**src/rtl/input_periph.sv**
```systemverilog
// rtl/input_periph.sv - switch/button synchronizer, debouncer and press-flag register block
// Optional per-button press counters are enabled by defining INPUT_PERIPH_CNT_EN.
module input_periph #(
  parameter int NUM_SW    = 18,
  parameter int NUM_BTN   = 4,
  parameter int DB_CYCLES = 500000,
  parameter int DB_CNT_W  = 20
) (
  input  logic               i_clk,
  input  logic               i_rst_n,
  input  logic [NUM_SW-1:0]  i_sw,
  input  logic [NUM_BTN-1:0] i_btn_n,
  input  logic [31:0]        i_addr,
  input  logic [31:0]        i_wdata,
  input  logic               i_wren,
  output logic [31:0]        o_rdata,
  output logic               o_sel,
  output logic               o_btn_irq
);

  localparam logic [DB_CNT_W-1:0] DB_LAST = DB_CNT_W'(DB_CYCLES - 1);

  logic [NUM_SW-1:0]   sw_s1, sw_s2, sw_stable;
  logic [NUM_BTN-1:0]  btn_s1, btn_s2, btn_sync, btn_stable, btn_prev;
  logic [NUM_BTN-1:0]  btn_flag, btn_rise, btn_clr;
  logic [DB_CNT_W-1:0] sw_cnt  [NUM_SW];
  logic [DB_CNT_W-1:0] btn_cnt [NUM_BTN];
  logic [2:0]          word;
  logic                wr_edge;
  logic                unused_bits;

  // Buttons idle high, so their synchronizer flops reset to the released level.
  always_ff @(posedge i_clk or negedge i_rst_n) begin
    if (!i_rst_n) begin
      sw_s1  <= '0;
      sw_s2  <= '0;
      btn_s1 <= '1;
      btn_s2 <= '1;
    end else begin
      sw_s1  <= i_sw;
      sw_s2  <= sw_s1;
      btn_s1 <= i_btn_n;
      btn_s2 <= btn_s1;
    end
  end

  assign btn_sync = ~btn_s2;

  always_ff @(posedge i_clk or negedge i_rst_n) begin
    if (!i_rst_n) begin
      sw_stable <= '0;
      for (int i = 0; i < NUM_SW; i++) sw_cnt[i] <= '0;
    end else begin
      for (int i = 0; i < NUM_SW; i++) begin
        if (sw_s2[i] != sw_stable[i]) begin
          if (sw_cnt[i] == DB_LAST) begin
            sw_stable[i] <= sw_s2[i];
            sw_cnt[i]    <= '0;
          end else begin
            sw_cnt[i] <= sw_cnt[i] + 1'b1;
          end
        end else begin
          sw_cnt[i] <= '0;
        end
      end
    end
  end

  always_ff @(posedge i_clk or negedge i_rst_n) begin
    if (!i_rst_n) begin
      btn_stable <= '0;
      for (int i = 0; i < NUM_BTN; i++) btn_cnt[i] <= '0;
    end else begin
      for (int i = 0; i < NUM_BTN; i++) begin
        if (btn_sync[i] != btn_stable[i]) begin
          if (btn_cnt[i] == DB_LAST) begin
            btn_stable[i] <= btn_sync[i];
            btn_cnt[i]    <= '0;
          end else begin
            btn_cnt[i] <= btn_cnt[i] + 1'b1;
          end
        end else begin
          btn_cnt[i] <= '0;
        end
      end
    end
  end

  // Word index: {region, offset[3:2]}; region 1 is the button bank.
  assign o_sel   = (i_addr[31:4] == 28'h000_0780) || (i_addr[31:4] == 28'h000_0781);
  assign word    = {i_addr[4], i_addr[3:2]};
  assign wr_edge = i_wren && o_sel && (word == 3'b101);

  assign btn_rise  = btn_stable & ~btn_prev;
  assign btn_clr   = wr_edge ? i_wdata[NUM_BTN-1:0] : '0;
  assign o_btn_irq = |btn_flag;

  // OR-ing the rise after the clear lets a coincident press survive the W1C.
  always_ff @(posedge i_clk or negedge i_rst_n) begin
    if (!i_rst_n) begin
      btn_prev <= '0;
      btn_flag <= '0;
    end else begin
      btn_prev <= btn_stable;
      btn_flag <= (btn_flag & ~btn_clr) | btn_rise;
    end
  end

`ifdef INPUT_PERIPH_CNT_EN
  logic [7:0] press_cnt [NUM_BTN];
  logic       wr_cnt;

  assign wr_cnt = i_wren && o_sel && (word == 3'b110);

  always_ff @(posedge i_clk or negedge i_rst_n) begin
    if (!i_rst_n) begin
      for (int k = 0; k < NUM_BTN; k++) press_cnt[k] <= '0;
    end else begin
      for (int k = 0; k < NUM_BTN; k++) begin
        if (wr_cnt) begin
          press_cnt[k] <= btn_rise[k] ? 8'd1 : 8'd0;
        end else if (btn_rise[k] && (press_cnt[k] != 8'hFF)) begin
          press_cnt[k] <= press_cnt[k] + 8'd1;
        end
      end
    end
  end
`endif

  always_comb begin
    o_rdata = '0;
    if (o_sel) begin
      case (word)
        3'b000:  o_rdata[NUM_SW-1:0]  = sw_stable;
        3'b100:  o_rdata[NUM_BTN-1:0] = btn_stable;
        3'b101:  o_rdata[NUM_BTN-1:0] = btn_flag;
`ifdef INPUT_PERIPH_CNT_EN
        3'b110: begin
          for (int k = 0; k < NUM_BTN; k++) o_rdata[8*k +: 8] = press_cnt[k];
        end
`endif
        default: o_rdata = '0;
      endcase
    end
  end

  assign unused_bits = ^{i_addr[1:0], i_wdata};

endmodule

```
**config.mk**
```make
export PLATFORM = sky130hd
export DESIGN_NAME = input_periph
export DESIGN_NICKNAME = d
export VERILOG_FILES = /design/src/rtl/input_periph.sv
export SDC_FILE = /design/constraint.sdc
export NUM_CORES = 1
export LEC_CHECK = 0
export ABC_AREA = 1
export BUFFER_PORTS_ARGS = -buffer_cell sky130_fd_sc_hd__buf_2
export CAP_MARGIN = 0
export CORE_AREA = 8 8 314 316
export DETAILED_ROUTE_END_ITERATION = 10
export DIE_AREA = 0 0 322 324
export HOLD_SLACK_MARGIN = 0.12
export SETUP_SLACK_MARGIN = 0.4
export SLEW_MARGIN = 30
export SYNTH_ARGS = -nofsm -noshare
export SYNTH_HDL_FRONTEND = slang
export SYNTH_SLANG_ARGS = --single-unit
```
**constraint.sdc**
```tcl
create_clock -name i_clk -period 1.5 [get_ports i_clk]
set_input_delay 0.075 -clock i_clk [delete_from_list [all_inputs] [get_ports i_clk]]
set_output_delay 0.075 -clock i_clk [all_outputs]
set_load 0.05 [all_outputs]
```
### Word-level counts from Yosys, hierarchy flattened

Cells that the tools add are included.

* add/subtract/negate cells: 22
* equality and inequality tests: 48
* muxes and demuxes: 48
* bitwise gates (word level): 6
* reduce and logical (&&, ||, !) cells: 27

Operators with widths (count)
* $mux W20: 44
* $add A20 B1 Y20 const B: 22
* $eq A20 B19 Y1 const B: 22
* $eq A28 B11 Y1 const B: 2
* $reduce_and A2 Y1: 22
* $ne A1 B1 Y1: 22
* $mux W18: 1
* $mux W14: 1
* $not A4 Y4: 3
* $pmux W4 S3: 1
* $and A4 B4 Y4: 2
* $eq A3 B3 Y1 const B: 2
* $mux W4: 1
* $or A4 B4 Y4: 1
* $reduce_or A4 Y1: 1
* $logic_not A3 Y1: 1
* $logic_and A1 B1 Y1: 2
* $logic_or A1 B1 Y1: 1

* register bits after elaboration: 514
* input bits: 89
* output and inout port bits: 34
* word-level logic and storage cells: 201

### Longest topological paths before layout

* depth in word-level cells: 8
* gate-level depth with buffers: 9
* gate-level depth less buffers: 9

### Worst setup path before layout

No wires, ideal clock.

* path kind: input-to-output
* start point: input i_addr[8]
* end point: output o_rdata[10]
* arrival time: 1.382 ns
* data required time: 1.425 ns
* setup slack: 0.043 ns
* cell stages on the path: 6
* buffers on the path: 1
* cell sequence: nor3_1 -> nand3_1 -> nor2_1 -> nand2_1 -> buf_2 -> nor2_1

* longest elaborated chain between the ends: 3
* elaborated cells on any way between the ends: 4
* classes of those cells: eq/ne: 2; mux: 1; reduce/logical: 1

RTL lines
* from (decl): RTL line 13 `input logic [31:0] i_addr,`
* $eq A28 B11 Y1: RTL line 90 `assign o_sel = (i_addr[31:4] == 28'h000_0780) || (i_addr[31:4] == 28'h000_0781);`
* $logic_or A1 B1 Y1 *: RTL line 90
* $mux W18 *: RTL line 132 `if (o_sel) begin`
* to (decl): RTL line 16 `output logic [31:0] o_rdata,`

Mark *: on every way between the ends. The rest lies on a longest branch, timed or not.

### Worst setup path in the final report

* start point: register btn_stable[1]
* end point: output o_rdata[1]

* longest elaborated chain between the ends: 2

RTL lines
* from (decl): RTL line 24 `logic [NUM_BTN-1:0] btn_s1, btn_s2, btn_sync, btn_stable, btn_prev;`
* from (signal, indexed assignment): RTL line 77 `btn_stable[i] <= btn_sync[i];`
* $pmux W4 S3: RTL line 133 `case (word)`
* $mux W18: RTL line 132

Every way passes these cells.

==> metrics.json <==
{
  "outcome": {"value": "finished with violations"},
  "violations": {"value": "setup timing"},
  "final.setup_skew": {"value": 33.0, "unit": "ps"},
  "mostFrequentLayoutCell": {"value": "sky130_fd_sc_hd__nor2_1"},
  "synthesis.area_per_instance": {"value": 7.59, "unit": "µm²"},
  "cts_made_buffers": {"value": 59},
  "chipHeight": {"value": 324, "unit": "µm"},
  "finalWorstPathRequiredPeriod": {"value": 1710, "unit": "ps"},
  "total_number_of_vias": {"value": 24900},
  "grtUsageTotal": {"value": 0.131},
  "hold_viol": {"value": 0},
  "grt_first_pass_wirelength": {"value": 117000, "unit": "µm"},
  "cts_max_path_buffers": {"value": 3},
  "r2r_setup_slack": {"value": 10, "unit": "ps"},
  "fmaxAchievable": {"value": 0.584, "unit": "GHz"},
  "synth-edff-count": {"value": 0},
  "worst_ir_drop_vdd": {"value": 0.000912, "unit": "V"},
  "synth.yosys.warnings": {"value": 0},
  "synthCells": {"value": 3666},
  "io-pin-count": {"value": 123},
  "drt_drc_violations_left": {"value": 0},
  "final_core_utilization": {"value": 0.414},
  "syn_area": {"value": 27800, "unit": "µm²"},
  "grt_start_max_net_pins": {"value": 81},
  "ff2ff_path_depth": {"value": 8},
  "timing.final.crit_share": {"value": 1.14},
  "post_synth_num_cell_types": {"value": 36},
  "postSynth.asyncResetShare": {"value": 1.00},
  "crit_path_start_kind": {"value": "register"},
  "max_cap_violations": {"value": 0},
  "ant_nets_after_route": {"value": 0},
  "final_setup_vio_count": {"value": 4},
  "postPlaceCellArea": {"value": 31800, "unit": "µm²"},
  "synth_top_area_cell": {"value": "sky130_fd_sc_hd__dfrtp_1"},
  "p_leak": {"value": 0.0162, "unit": "µW"},
  "layout.cells.most_common_list": {"value": "sky130_fd_sc_hd__nor2_1 (640), sky130_fd_sc_hd__nand2_1 (551), sky130_fd_sc_hd__dfrtp_1 (453)"},
  "finalSetupTns": {"value": -668, "unit": "ps"},
  "start_util": {"value": 0.296},
  "grt.overflow.total": {"value": 0},
  "die_area": {"value": 104000, "unit": "µm²"},
  "grt_setup_unrepaired": {"value": "yes"},
  "max_slew.worst_pin.slew": {"value": 582, "unit": "ps"},
  "final_max_slew_viols": {"value": 0},
  "worstPathRequired": {"value": 1420, "unit": "ps"},
  "antenna_found_initial": {"value": 0},
  "cts_tree": {"value": "built"},
  "final_area": {"value": 38900, "unit": "µm²"},
  "cts.reportedPaths.clkPinSlew": {"value": 60, "unit": "ps"},
  "avgViaCountPerCell": {"value": 4.53},
  "die_w": {"value": 322, "unit": "µm"},
  "insertion_delay": {"value": 640, "unit": "ps"},
  "drive_above_1_share": {"value": 0.309},
  "cp.arrival": {"value": 1640, "unit": "ps"},
  "route.final.wire_length": {"value": 70400, "unit": "µm"},
  "synth.top_cell.area_share": {"value": 0.455},
  "critical_path.reg2reg.startpoint": {"value": "sw_cnt[200]$_DFF_PN0_"},
  "cts_num_sinks": {"value": 514},
  "path_max_fanout": {"value": 2},
  "cts.root.buffer_cell": {"value": "sky130_fd_sc_hd__clkbuf_16"},
  "r2r_endpoint": {"value": "sw_cnt[218]$_DFF_PN0_"},
  "smallest_hold_slack": {"value": 124, "unit": "ps"},
  "power": {"value": 31200, "unit": "µW"},
  "worstSetupPathType": {"value": "reg2out"},
  "dp_hpwl": {"value": 47500, "unit": "µm"},
  "dominantRegCellSynth": {"value": "sky130_fd_sc_hd__dfrtp_1"},
  "drt_pass1_iterations": {"value": 6},
  "wire_per_inst": {"value": 12.8, "unit": "µm"},
  "synth.area.top_cells": {"value": "sky130_fd_sc_hd__dfrtp_1 (46%), sky130_fd_sc_hd__nor2_1 (11%), sky130_fd_sc_hd__nand2_1 (9.5%), sky130_fd_sc_hd__nand3_1 (7.0%), sky130_fd_sc_hd__inv_1 (6.5%)"},
  "slew_headroom": {"value": 0.611},
  "initialDrtViolationCount": {"value": 1325},
  "final_nets": {"value": 4290},
  "n_fill_cell": {"value": 9266},
  "std_cell_rows": {"value": 113},
  "power_density": {"value": 804, "unit": "nW/µm²"},
  "worstHoldPathType": {"value": "in2async"},
  "place_congestion": {"value": 0.863},
  "ys_seq_elements": {"value": 514},
  "floorplan.core_area": {"value": 93900, "unit": "µm²"},
  "syn2layout_area_growth": {"value": 39.7, "unit": "%"},
  "synth.yosys.seq_area_share": {"value": 0.463},
  "htree_num_levels": {"value": 2},
  "timing.final.ws_setup": {"value": -213, "unit": "ps"},
  "port_buffers": {"value": 78},
  "setup.worst_path.end_class": {"value": "output port"},
  "first_global_vias": {"value": 24900}
}
==> critical path, stage by stage (launching register included) <==
cell and delay, ps:
sky130_fd_sc_hd__dfrtp_2 440, sky130_fd_sc_hd__inv_2 90, sky130_fd_sc_hd__o22ai_2 80, sky130_fd_sc_hd__a21oi_2 190, sky130_fd_sc_hd__nor2_4 60, sky130_fd_sc_hd__buf_8 150
==> timing repair <==
item                                    in CTS  in global routing
endpoints found under the hold margin      540                  0
endpoints found under the setup margin     466                783
setup buffers                              142                 87
pin swaps                                  206                226
hold buffers                                63                  0
gates resized for setup                    359                331
==> worst max path at each step <==
stage / from / to / slack (ps) / cells after the start
4_1_cts: btn_stable[1]$_DFFE_PN0P_ / o_rdata[1] / -260 / 5
3_5_place_dp: sw_cnt[220]$_DFF_PN0_ / sw_cnt[238]$_DFF_PN0_ / 20 / 7
3_3_place_gp: i_addr[3] / o_rdata[0] / 20 / 7
6_report: btn_stable[1]$_DFFE_PN0P_ / o_rdata[1] / -210 / 5
5_1_grt: btn_stable[1]$_DFFE_PN0P_ / o_rdata[1] / -280 / 5
2_1_floorplan: sw_cnt[220]$_DFF_PN0_ / sw_cnt[232]$_DFF_PN0_ / 190 / 7
==> cell families after synthesis <==
logic type,after synthesis,synth area share
flip-flops,514,0.463
adder cells (fa/ha/maj),22,0.00990
AO/OA/AOI/OAI,140,0.0270
XOR/XNOR,194,0.0627
other,1,0.000135
AND/OR/NAND/NOR,2275,0.365
buffers and inverters,520,0.0722
==> layout make-up <==
cell class | count | area, µm² | share of cell area
Tap cell | 1265 | 1580 | 0.0407
Inverter | 504 | 1910 | 0.0492
Timing Repair Buffer | 455 | 3930 | 0.101
Antenna cell | 1 | 2.50 | 0.0000644
Clock inverter | 25 | 303 | 0.00779
Multi-Input combinational cell | 2645 | 16500 | 0.423
Clock buffer | 85 | 1740 | 0.0447
Sequential cell | 514 | 12900 | 0.333
==> metrics by stage <==
step           instances  setup WS, ps
4_1_cts             5406          -259
6_report            5494          -213
3_3_place_gp        5091          22.0
5_1_grt             5493          -281
3_5_place_dp        5091          23.5
2_1_floorplan       3679           194
==> state kept, by name (all words and copies together) (netlist names) <==
name	count
btn_s2	4
btn_s1	4
sw_s2	18
btn_stable	4
sw_cnt	360
sw_stable	18
btn_prev	4
btn_cnt	80
sw_s1	18
btn_flag	4
==> layer usage <==
metal	global-route usage	part of all wire	vias to the layer above
li1	-	-	12600
met1	0.172	0.46	11800
met2	0.221	0.48	372
met3	0.0221	0.041	120
met4	0.0399	0.025	0
met5	0	0	-
==> power breakdown <==
group          leakage (µW)  switching, µW  internal (µW)
combinational       0.00827           1110            798
sequential          0.00691            210          14100
clock               0.00101           5980           9050
total                0.0162           7300          23900
==> Yosys cell counts (6+ instances only) <==
| cell | count |
|---|---|
| sky130_fd_sc_hd__inv_1 | 478 |
| sky130_fd_sc_hd__nand2_2 | 41 |
| sky130_fd_sc_hd__nor4_1 | 12 |
| sky130_fd_sc_hd__nor2_2 | 58 |
| sky130_fd_sc_hd__nand4_1 | 105 |
| sky130_fd_sc_hd__nand3b_1 | 9 |
| sky130_fd_sc_hd__inv_2 | 25 |
| sky130_fd_sc_hd__nor2_1 | 814 |
| sky130_fd_sc_hd__a21oi_1 | 54 |
| sky130_fd_sc_hd__xor2_2 | 6 |
| sky130_fd_sc_hd__buf_4 | 14 |
| sky130_fd_sc_hd__nor3b_1 | 23 |
| sky130_fd_sc_hd__nand2_1 | 703 |
| sky130_fd_sc_hd__xor2_1 | 164 |
| sky130_fd_sc_hd__dfstp_2 | 8 |
| sky130_fd_sc_hd__xnor2_1 | 24 |
| sky130_fd_sc_hd__a31oi_1 | 7 |
| sky130_fd_sc_hd__ha_1 | 22 |
| sky130_fd_sc_hd__dfrtp_1 | 506 |
| sky130_fd_sc_hd__nor3_1 | 65 |
| sky130_fd_sc_hd__o21ai_0 | 61 |
| sky130_fd_sc_hd__nor2_4 | 42 |
| sky130_fd_sc_hd__nand3_1 | 388 |
(Power assumes the default switching activity.)
